--- config.mk ---
export PLATFORM = sky130hd
export DESIGN_NAME = cache_refill
export DESIGN_NICKNAME = d
export VERILOG_FILES = /design/src/rtl/cache_pkg.sv /design/src/rtl/cache_refill_serializer.sv /design/src/rtl/cache_refill.sv
export SDC_FILE = /design/constraint.sdc
export NUM_CORES = 1
export LEC_CHECK = 0
export CAP_MARGIN = 10
export CORE_MARGIN = 4
export CORE_UTILIZATION = 35
export CTS_CLUSTER_DIAMETER = 40
export DETAILED_ROUTE_END_ITERATION = 6
export HOLD_SLACK_MARGIN = 0.03
export MAX_ROUTING_LAYER = met4
export PLACE_DENSITY_LB_ADDON = 0.25
export SYNTH_ARGS = -nofsm -noshare
export SYNTH_HDL_FRONTEND = slang
export SYNTH_HIERARCHICAL = 1
export SYNTH_SLANG_ARGS = --single-unit
export TNS_END_PERCENT = 5
--- constraint.sdc ---
create_clock -name clk -period 2.35 [get_ports clk]
set_input_delay 0.705 -clock clk [delete_from_list [all_inputs] [get_ports clk]]
set_output_delay 0.705 -clock clk [all_outputs]
set_load 0.03 [all_outputs]
--- src/rtl/cache_pkg.sv ---
// Shared constants, state encoding and address helper for the cache refill path.
package cache_pkg;

  localparam int TAG_W    = 52;
  localparam int INDEX_W  = 6;
  localparam int OFFSET_W = 6;
  localparam int BEAT_W   = 64;
  localparam int ADDR_W   = TAG_W + INDEX_W + OFFSET_W;

  localparam int BYTES_PER_BEAT  = BEAT_W / 8;
  localparam int BEATS_PER_BLOCK = (2 ** OFFSET_W) * 8 / BEAT_W;
  localparam int BYTE_CNT_W      = $clog2(BYTES_PER_BEAT);
  localparam int BEAT_CNT_W      = $clog2(BEATS_PER_BLOCK);

  localparam logic [BEAT_CNT_W-1:0] LAST_BEAT = BEAT_CNT_W'(BEATS_PER_BLOCK - 1);
  localparam logic [BYTE_CNT_W-1:0] LAST_BYTE = BYTE_CNT_W'(BYTES_PER_BEAT - 1);

  typedef enum logic [2:0] {
    IDLE,
    REQ,
    BEAT,
    WRITE,
    COMMIT
  } refill_state_t;

  // Byte address of the first byte of a block.
  function automatic logic [ADDR_W-1:0] block_addr(input logic [TAG_W-1:0]   tag,
                                                   input logic [INDEX_W-1:0] index);
    return {tag, index, {OFFSET_W{1'b0}}};
  endfunction

endpackage

--- src/rtl/cache_refill_serializer.sv ---
// Holds one memory beat and presents it one byte at a time, lowest byte first.
module cache_refill_serializer
  import cache_pkg::*;
(
  input  logic                  clk,
  input  logic                  rst,
  input  logic                  i_load,
  input  logic [BEAT_W-1:0]     i_data,
  input  logic                  i_advance,
  output logic [7:0]            o_byte,
  output logic [BYTE_CNT_W-1:0] o_byte_idx,
  output logic                  o_last
);

  logic [BEAT_W-1:0]     r_buf;
  logic [BYTE_CNT_W-1:0] r_byte_idx;

  // Capture a beat and restart at byte 0, or step to the next byte.
  // NOTE: the data buffer is reset too, so the byte output reads 0 out of reset
  // instead of X; it is a single register, not a RAM, so this is cheap.
  always_ff @(posedge clk or posedge rst) begin
    if (rst) begin
      r_buf      <= '0;
      r_byte_idx <= '0;
    end else if (i_load) begin
      r_buf      <= i_data;
      r_byte_idx <= '0;
    end else if (i_advance) begin
      r_byte_idx <= r_byte_idx + 1'b1;
    end
  end

  assign o_byte     = r_buf[{r_byte_idx, 3'b000} +: 8];
  assign o_byte_idx = r_byte_idx;
  assign o_last     = (r_byte_idx == LAST_BYTE);

endmodule

--- src/rtl/cache_refill.sv ---
// Refill engine: fetch a missing block as beats, write it bytewise, then commit tag/valid.
module cache_refill
  import cache_pkg::*;
(
  input  logic                clk,
  input  logic                rst,
  input  logic                miss_valid,
  output logic                miss_ready,
  input  logic [TAG_W-1:0]    miss_tag,
  input  logic [INDEX_W-1:0]  miss_index,
  output logic                mem_req_valid,
  input  logic                mem_req_ready,
  output logic [ADDR_W-1:0]   mem_req_addr,
  input  logic                mem_rvalid,
  output logic                mem_rready,
  input  logic [BEAT_W-1:0]   mem_rdata,
  output logic                ram_wen,
  output logic [INDEX_W-1:0]  ram_index,
  output logic [OFFSET_W-1:0] ram_offset,
  output logic [7:0]          ram_wdata,
  output logic                tag_wen,
  output logic [INDEX_W-1:0]  tag_index,
  output logic [TAG_W-1:0]    tag_value,
  output logic                refill_done
);

  refill_state_t         r_state;
  refill_state_t         w_next_state;
  logic [TAG_W-1:0]      r_tag;
  logic [INDEX_W-1:0]    r_index;
  logic [BEAT_CNT_W-1:0] r_beat;

  logic                  w_accept;
  logic                  w_capture;
  logic                  w_in_write;
  logic                  w_last_byte;
  logic                  w_beat_done;
  logic [7:0]            w_byte;
  logic [BYTE_CNT_W-1:0] w_byte_idx;

  assign w_accept    = (r_state == IDLE) && miss_valid;
  assign w_capture   = (r_state == BEAT) && mem_rvalid;
  assign w_in_write  = (r_state == WRITE);
  assign w_beat_done = w_in_write && w_last_byte;

  cache_refill_serializer u_serializer (
    .clk        (clk),
    .rst        (rst),
    .i_load     (w_capture),
    .i_data     (mem_rdata),
    .i_advance  (w_in_write),
    .o_byte     (w_byte),
    .o_byte_idx (w_byte_idx),
    .o_last     (w_last_byte)
  );

  // State register; reset drops any refill in flight without committing.
  // NOTE: sequential state uses non-blocking assignments so every register
  // samples pre-edge values regardless of process ordering.
  always_ff @(posedge clk or posedge rst) begin
    if (rst) r_state <= IDLE;
    else     r_state <= w_next_state;
  end

  // Next-state decode.
  // NOTE: the default assignment before the case keeps this purely
  // combinational; a missing branch would otherwise infer a latch.
  always_comb begin
    w_next_state = r_state;
    case (r_state)
      IDLE:    if (miss_valid)    w_next_state = REQ;
      REQ:     if (mem_req_ready) w_next_state = BEAT;
      BEAT:    if (mem_rvalid)    w_next_state = WRITE;
      WRITE:   if (w_last_byte)   w_next_state = (r_beat == LAST_BEAT) ? COMMIT : BEAT;
      COMMIT:                     w_next_state = IDLE;
      default:                    w_next_state = IDLE;
    endcase
  end

  // Latch the request on acceptance and count beats as each one is fully written.
  always_ff @(posedge clk or posedge rst) begin
    if (rst) begin
      r_tag   <= '0;
      r_index <= '0;
      r_beat  <= '0;
    end else if (w_accept) begin
      r_tag   <= miss_tag;
      r_index <= miss_index;
      r_beat  <= '0;
    end else if (w_beat_done && (r_beat != LAST_BEAT)) begin
      r_beat  <= r_beat + 1'b1;
    end
  end

  // Strobes decoded from state only; data fields come from registers.
  always_comb begin
    miss_ready    = 1'b0;
    mem_req_valid = 1'b0;
    mem_rready    = 1'b0;
    ram_wen       = 1'b0;
    ram_offset    = '0;
    ram_wdata     = '0;
    tag_wen       = 1'b0;
    refill_done   = 1'b0;
    case (r_state)
      IDLE:   miss_ready    = 1'b1;
      REQ:    mem_req_valid = 1'b1;
      BEAT:   mem_rready    = 1'b1;
      WRITE: begin
        ram_wen    = 1'b1;
        ram_offset = {r_beat, w_byte_idx};
        ram_wdata  = w_byte;
      end
      COMMIT: begin
        tag_wen     = 1'b1;
        refill_done = 1'b1;
      end
      default: ;
    endcase
  end

  assign mem_req_addr = block_addr(r_tag, r_index);
  assign ram_index    = r_index;
  assign tag_index    = r_index;
  assign tag_value    = r_tag;

endmodule

After elaboration in Yosys (flattened, before gate mapping)
Index checks and enable logic that the tools add are counted.

cells by class
  add/subtract/negate cells = 2
  equal/unequal tests = 11
  shifts and indexed selects = 1
  multiplexer cells = 17
  reduce and logical (&&, ||, !) cells = 8

operators by type and width
  cell                                                                   count
  64-bit by 7-bit indexed part select with 8-bit output                  1
  3-bit 2-to-1 mux                                                       9
  3-bit case mux with 4 select lines                                     1
  3-bit equality test, second input constant                             3
  8-bit 2-to-1 mux                                                       1
  3-bit by 1-bit adder with 3-bit output, second input constant          2
  3-bit by 2-bit equality test with 1-bit output, second input constant  2
  6-bit 2-to-1 mux                                                       1
  2-bit != test, second input constant                                   3
  1-bit 2-to-1 mux                                                       5
  1-bit logical AND                                                      4
  4-bit AND reduction                                                    1
  2-bit nonzero test                                                     2
  3-bit by 1-bit equality test with 1-bit output, second input constant  1
  3-bit zero test                                                        1
  3-bit != test, second input constant                                   1
  2-bit by 1-bit != test with 1-bit output, second input constant        1

word-level totals
  flip-flop bits (word level) = 131
  output and inout port bits = 148

Logic depth before layout (Yosys ltp)
Gate-level depths: netlist of run 1.

  word-level depth = 5
  depth in mapped cells = 7

Cells and area by module
Netlist of run 1, hierarchy kept.

by module, submodules not included
  module                   times used  cells each  area each (sq um)
  cache_refill             1           249         3186.8
  cache_refill_serializer  1           176         3051.7

Worst setup path after synthesis of run 1
OpenSTA, ideal clock, no wires.

  path type = reg2reg
  start point = register r_state[1]
  end point = register u_serializer.r_buf[25]
  arrival time = 2.435 ns
  data required time = 2.225 ns
  slack = -0.210 ns
  cell stages (with the launch flop) = 7
  path buffers = 3
  cells stage by stage = dfrtp_1 -> clkbuf_1 -> nor3b_1 -> and2_1 -> buf_2 -> buf_2 -> mux2_2

on the way
  word-level cells in the longest chain between the ends = 2

RTL lines
  item                                            line                           source
  from (decl)                                     cache_refill.sv:27             refill_state_t r_state;
  from (signal assigned)                          cache_refill.sv:62             else r_state <= w_next_state;
  3-bit by 2-bit equality test with 1-bit output  cache_refill.sv:42             assign w_capture = (r_state == BEAT) && mem_rvalid;
  1-bit logical AND                               cache_refill.sv:42
  via w_capture                                   cache_refill.sv:34             logic w_capture;
  to (signal assigned)                            cache_refill_serializer.sv:26  r_buf <= i_data;
  to (decl)                                       cache_refill_serializer.sv:15  logic [BEAT_W-1:0] r_buf;

The timed path passes the listed nets, and every way through them passes these cells.
A chain may end at the register's enable or synchronous reset.

Worst setup path after layout of run 1
  start point = register u_serializer.r_byte_idx[0] (netlist: u_serializer/o_byte_idx[0])
  end point = output ram_wdata[0]

on the way
  word-level cells in the longest chain between the ends = 2

RTL lines
  item                                                   line                           source
  from (decl)                                            cache_refill_serializer.sv:16  logic [BYTE_CNT_W-1:0] r_byte_idx;
  from (signal assigned)                                 cache_refill_serializer.sv:29  r_byte_idx <= r_byte_idx + 1'b1;
  64-bit by 7-bit indexed part select with 8-bit output  cache_refill_serializer.sv:33  assign o_byte = r_buf[{r_byte_idx, 3'b000} +: 8];
  via w_byte[0]                                          cache_refill.sv:38             logic [7:0] w_byte;
  8-bit 2-to-1 mux                                       cache_refill.sv:105            case (r_state)
  to (decl)                                              cache_refill.sv:20             output logic [7:0] ram_wdata,

The timed path passes the listed nets, and every way through them passes these cells.

==> run metrics, run 1 <==
P per Cell Area=1660 mW/mm^2; most frequent cells in the layout=clkdlybuf4s50_1 (248), dfrtp_1 (130), mux2_2 (118), clkbuf_16 (18), buf_4 (16); Post-Route Hold Slack=0.501 ns; category of cells accounting for the largest share of critical-path delay=multiplexers; leakage component of the power=3.97 nW; count of filler cells inserted in the layout=1441; # Max-Cap Violations=0; clk root buf=clkbuf_16; post-placement setup slack=-0.516 ns; global-route usage over all layers=17.1%; first-pass GRT wire length=25400 um; post-detailed-route DRC marker count=0; achievable frequency=362 MHz; crit path cell chain=clkbuf_16 -> mux4_2 -> mux2_2 -> and2_1 -> buf_6; Synthesis Warnings=6; Routed wire per std cell=19.1 um; DRT iter0 DRCs=139; Hold Path Class=reg2reg; count of buffer and inverter cells on the critical path=2; post-route antenna net violation count=0; average cell area after synthesis=14.7 um^2; antenna violations before repair=0; worst setup skew after layout=0.00671 ns; fin worst setup slack=-0.409 ns; worst-case clock buffer depth=2; total number of placement rows=48; portion of the post-synthesis area used by sequential elements=52.5%; count of final hold-check violations=0; number of non-filler instances in the completed layout=881; Reg area=0.00328 mm^2; Area Overhead vs Synth=50.4%; register bit total from synthesis=131; worst setup path category=reg2out; chip width=142 um; initial core utilization=35.9%; number of instances in the synthesized netlist=425; largest net degree at the start of global routing=68; # clock sinks=131; violations in the final reports=negative setup slack; via count normalized by instance count=4.67; area occupied by multi-input gates=0.00227 mm^2; total core area=0.0174 mm^2; total CTS buffers=17; vias in the first global route=4428; HPWL Detailed=12700 um; Die ar.=0.0200 mm^2; Critical Path Slowest Stage Cell=mux4_2; maximum fanout encountered on the critical timing path=7; RSZ-0062 raised after global routing=yes; aggregate global routing overflow=0; nature of the critical path startpoint=register; number of I/O pins=275; critical path required time=1.64 ns; Post-Route Setup TNS=-3.65 ns; final cycle utilization of the critical path=117%; maximum ir drop on the vdd rail=1.43 mV; critical path capture point type=output pin; total length of routed wires=16800 um; CTS H-Tree Depth=4; utilization of the core after routing=54.1%; total standard cell area after synthesis=0.00624 mm^2; share of cells above drive strength 1=34.2%; quantity of I/O buffers inserted on ports=268; total iterations of the first detailed-routing run=4; number of cells after detailed placement=848; insertion delay of the later-clocked pin in the worst-skew pair=0.41 ns; fin crit period=2.76 ns; final count of negative-setup-slack endpoints=14; signal arrival time at the worst endpoint=2.05 ns; Register-to-Register Setup Slack=0.38 ns; clock input transition at the sequential cells of the worst setup and hold paths=0.05 ns; outcome=finished with violations; Final Wtd Congestion=0.823; count of unique library cells instantiated by Yosys=31; most frequent standard cell in the layout excluding fill and tap cells=clkdlybuf4s50_1; final count of pins violating max slew=0; via count=4116; Crit path largest cell delay=0.49 ns; Vert. Die Dim=142 um; Final Net Count=776; clock tree from TritonCTS=yes
per-layer routing:
layer | routed length, um | global-route usage [%] | part of all wire, %
met1 | 6660 | 19.8 | 40
met2 | 8430 | 28.4 | 50
met3 | 1400 | 5.46 | 8.4
met4 | 284 | 5.86 | 1.7
met5 | 0 | - | 0
path summary, 6_finish.rpt:
path                                            start                    endpoint  depth (start not counted)
min in group asynchronous                         rst               tag_value[32]                          3
setup / recovery           u_serializer/o_byte_idx[0]                ram_wdata[0]                          5
setup reg to reg                           r_state[0]                ram_index[1]                          4
max in group asynchronous                         rst  u_serializer/o_byte_idx[0]                          3
hold reg to reg                u_serializer/r_buf[49]      u_serializer/r_buf[49]                          1
hold / removal                 u_serializer/r_buf[49]      u_serializer/r_buf[49]                          1
sequential cells by signal, summed over array words and instances, names as in the netlist:
name,flops
tag_value,52
r_beat,3
ram_index,6
u_serializer/o_byte_idx,3
u_serializer/r_buf,64
r_state,3
area by class of cell:
type	instances	share of cell area [%]
inverters	3	0.120
well taps	225	3.00
flip-flops and latches	131	34.9
clock buffers	25	5.49
clock inverters	4	0.507
multi-input cells	203	24.2
repair buffers	289	31.7
diodes	1	0.0267
through the flow:
stage	area [um^2]	total power, W
final	9390	0.0156
after global routing	9380	0.0163
after CTS	9390	0.0157
after detailed placement	8800	0.0128
after global placement	8800	0.0126
after floorplan	6260	0.00979
synth_stat cells, drive strengths merged:
cell / count / area (um^2)
buf: 88 / 656
nor2: 3 / 11.3
a211oi: 2 / 15.0
nand2: 1 / 3.75
conb: 1 / 3.75
nor3: 1 / 5.00
o21ai: 2 / 10.0
a21oi: 3 / 15.0
mux4: 16 / 420
ha: 4 / 50.1
xnor2: 1 / 8.76
nand2b: 1 / 6.26
o211ai: 1 / 7.51
clkbuf: 5 / 18.8
and2: 16 / 100
mux2i: 2 / 20.0
nor2b: 2 / 12.5
inv: 3 / 11.3
nor3b: 3 / 22.5
o31ai: 1 / 7.51
dfrtp: 131 / 3280
mux2: 131 / 1510
or4b: 1 / 10.0
nand3: 3 / 15.0
and3: 1 / 6.26
nand3b: 2 / 15.0
cell families after synthesis:
| kind of cell | synth area share, % |
|---|---|
| DFF | 52.5 |
| xor gates and xnor gates | 0.140 |
| buffers and inverters | 11.0 |
| adders and majority gates | 0.802 |
| AOI/OAI and AO/OA | 0.882 |
| other | 0.0601 |
| muxes | 31.2 |
| and+or+nand+nor | 3.33 |
worst register-to-register path, cell delays in order, from the launching register on:
cell	delay [ns]
dfrtp_1	0.38
buf_4	0.17
or4b_2	0.71
buf_12	0.25
mux2_4	0.36
timing repair:
item                                    CTS  global route
resized for setup                        74            11
endpoints found under the setup margin   17            17
setup buffers                             2             0
hold buffers                              0             0
cloned                                    1             0
power by group:
part	switching (W)	internal, W
clock	0.000911	0.00160
combinational	0.00442	0.00441
sequential	0.000832	0.00340
total	0.00617	0.00941
(Power assumes the default switching activity.)
==> inputs of run 2 (changes only) <==
--- a/config.mk
+++ b/config.mk
@@ -8,6 +8,7 @@
 export CAP_MARGIN = 10
 export CORE_MARGIN = 4
 export CORE_UTILIZATION = 35
+export CTS_BUF_LIST = sky130_fd_sc_hd__clkbuf_2
 export CTS_CLUSTER_DIAMETER = 40
 export DETAILED_ROUTE_END_ITERATION = 6
 export HOLD_SLACK_MARGIN = 0.03
==> run 2 against run 1 <==
  * The run still ends with negative setup slack left
  * Final area down 5.6%
  * Combinational power down 7.9%
  * Non-clock buffer count up 1
  * Sequential share of layout area up 2.1 points
  * Critical path type unchanged
  * Highest routed layer unchanged
  * Utilization down 3.0 points
  * Global-route usage down 0.067 points
  * Sequential power down 2%
==> run metrics, run 2 (synthesized netlist as in run 1, its figures left out) <==
maximum fanout encountered on the critical timing path=7 (unchanged); most frequent standard cell in the layout excluding fill and tap cells=dfrtp_1; count of buffer and inverter cells on the critical path=2 (unchanged); clock input transition at the sequential cells of the worst setup and hold paths=0.19 ns (+0.14 ns); Hold Path Class=in2async; clk root buf=clkbuf_2; met2 track utilization from global routing=28.0% (-0.38 points); Post-Route Setup TNS=-8.01 ns (-4.36 ns); insertion delay of the later-clocked pin in the worst-skew pair=0.67 ns (+0.26 ns); post-route antenna net violation count=0 (unchanged); signal arrival time at the worst endpoint=2.35 ns (+0.30 ns); vias in the first global route=4405 (-0.52%); Area Overhead vs Synth=42.1%; HPWL Detailed=12700 um (unchanged); maximum ir drop on the vdd rail=1.35 mV (-5.2%); Final Net Count=777 (+0.13%); register bank with the most flops=u_serializer/r_buf; Post-Route Hold Slack=0.412 ns (-0.0886 ns); global route hottest layer=met2; Crit path largest cell delay=0.49 ns (about the same); post-detailed-route DRC marker count=0 (unchanged); # Max-Cap Violations=0 (unchanged); outcome=finished with violations; antenna violations before repair=0 (unchanged); worst setup path category=reg2out; first-pass GRT wire length=25300 um (-0.52%); crit path cell chain=clkbuf_16 -> mux4_2 -> mux2_2 -> and2_1 -> buf_6; category of cells accounting for the largest share of critical-path delay=multiplexers; fin crit period=3.05 ns (+0.293 ns); nature of the critical path startpoint=register; DRT iter0 DRCs=164 (+18%); Vert. Die Dim=142 um (unchanged); count of final hold-check violations=0 (unchanged); area occupied by multi-input gates=0.00229 mm^2 (+0.77%); total core area=0.0174 mm^2 (unchanged); violations in the final reports=negative setup slack; CTS H-Tree Depth=4 (unchanged); via count normalized by instance count=4.64 (-0.72%); via count=4091 (-0.61%); quantity of I/O buffers inserted on ports=268 (unchanged); total length of routed wires=16700 um (-0.42%); global-route usage over all layers=17.1% (-0.067 points); final count of negative-setup-slack endpoints=17 (+3); Register-to-Register Setup Slack=0.34 ns (-0.04 ns); number of flip-flops in the largest register=64 (unchanged); largest net degree at the start of global routing=68 (unchanged); chip width=142 um (unchanged); share of cells above drive strength 1=35.7% (+1.5 points); critical path capture point type=output pin; clock tree from TritonCTS=yes; worst-case clock buffer depth=2 (unchanged); RR Startpoint=r_state[0]; M3 GR Usage=6.10% (+0.64 points); final cycle utilization of the critical path=130% (+12 points); cell count of the worst reg-to-reg path=4 (unchanged); final count of pins violating max slew=0 (unchanged); hold-fix buffers at CTS=0 (unchanged); count of filler cells inserted in the layout=1554 (+7.8%); total iterations of the first detailed-routing run=4 (unchanged); total number of placement rows=48 (unchanged); achievable frequency=328 MHz (-9.6%); # clock sinks=131 (unchanged); M1 GR Usage=19.6% (-0.20 points); Critical Path Slowest Stage Cell=mux4_2; RSZ-0062 raised after global routing=yes; reg-to-reg endpoint=ram_index[1]; total number of cells along the worst setup path=5 (unchanged); worst setup skew after layout=0.0256 ns (+0.0188 ns); fin worst setup slack=-0.702 ns (-0.293 ns); P per Cell Area=1510 mW/mm^2 (-8.8%); critical path required time=1.64 ns (about the same); initial core utilization=35.9% (unchanged); Final Wtd Congestion=0.823 (unchanged); Die ar.=0.0200 mm^2 (unchanged); leakage component of the power=4.03 nW (+1.5%); most frequent cells in the layout=dfrtp_1 (129), clkdlybuf4s50_1 (126), mux2_2 (118), dlygate4sd2_1 (103), clkbuf_2 (27); Reg area=0.00328 mm^2 (about the same); aggregate global routing overflow=0 (unchanged); Routed wire per std cell=18.9 um (-0.54%); total CTS buffers=17 (unchanged); number of I/O pins=275 (unchanged)
## run 2: changes by cell type in the layout (fill, tap and decap cells not counted), sizes merged
| cell | change |
|---|---|
| clkinv | +6 |
| buf | +3 |
| dlygate4sd2 | +103 |
| clkdlybuf4s15 | +11 |
| clkdlybuf4s50 | -122 |
## run 2: timing repair
action / in CTS / in global routing
hold endpoints to repair: 0 / 0
pin swaps: 1 / 1
buffers inserted: 3 / 0
gates resized for setup: 218 / 31
setup endpoints to repair: 142 / 39
cloned: 1 / 0
## run 2: area by class of cell
type                    count  area share [%]
diodes                      1          0.0282
clock inverters            10           0.791
clock buffers              19            1.07
repair buffers            290            32.0
inverters                   3           0.127
well taps                 225            3.18
flip-flops and latches    131            37.0
multi-input cells         203            25.8
## run 2: per-layer routing
metal | vias to the layer above | routed length [um]
met5 | - | 0
met4 | 0 | 293
met3 | 19 | 1540
met2 | 190 | 8310
met1 | 2013 | 6580
li1 | 1869 | -
## run 2: worst min-delay path, delay by kind of cell
family | cells | cell delay [ns]
buffers and inverters | 3 | 0.81
## run 2: power by group
| group | internal [W] | switching (W) |
|---|---|---|
| registers | 0.00337 | 0.000794 |
| clock network | 0.000347 | 0.000771 |
| logic | 0.00371 | 0.00444 |
| total | 0.00742 | 0.00600 |
## run 2: worst max-delay path by stage
| stage | from | endpoint | slack, ns |
|---|---|---|---|
| detailed placement | u_serializer/o_byte_idx[0] | ram_wdata[3] | -0.52 |
| global placement | u_serializer/o_byte_idx[0] | ram_wdata[3] | -0.53 |
| global route | u_serializer/o_byte_idx[0] | ram_wdata[3] | -0.87 |
| CTS | u_serializer/o_byte_idx[0] | ram_wdata[3] | -0.83 |
| floorplan | r_state[1] | ram_offset[0] | -0.21 |
| finish | u_serializer/o_byte_idx[0] | ram_wdata[0] | -0.70 |
## run 2: metrics by stage
| stage | util, % | instance area, um^2 | total power, W | setup slack [ns] | cells |
|---|---|---|---|---|---|
| finish | 51.1 | 8860 | 0.0134 | -0.702 | 882 |
| global route | 51.1 | 8860 | 0.0141 | -0.868 | 881 |
| floorplan | - | 6260 | 0.00979 | -0.206 | 430 |
| CTS | 51.1 | 8860 | 0.0136 | -0.835 | 881 |
| detailed placement | 50.7 | 8800 | 0.0128 | -0.516 | 848 |
| global placement | 50.7 | 8800 | 0.0126 | -0.526 | 848 |
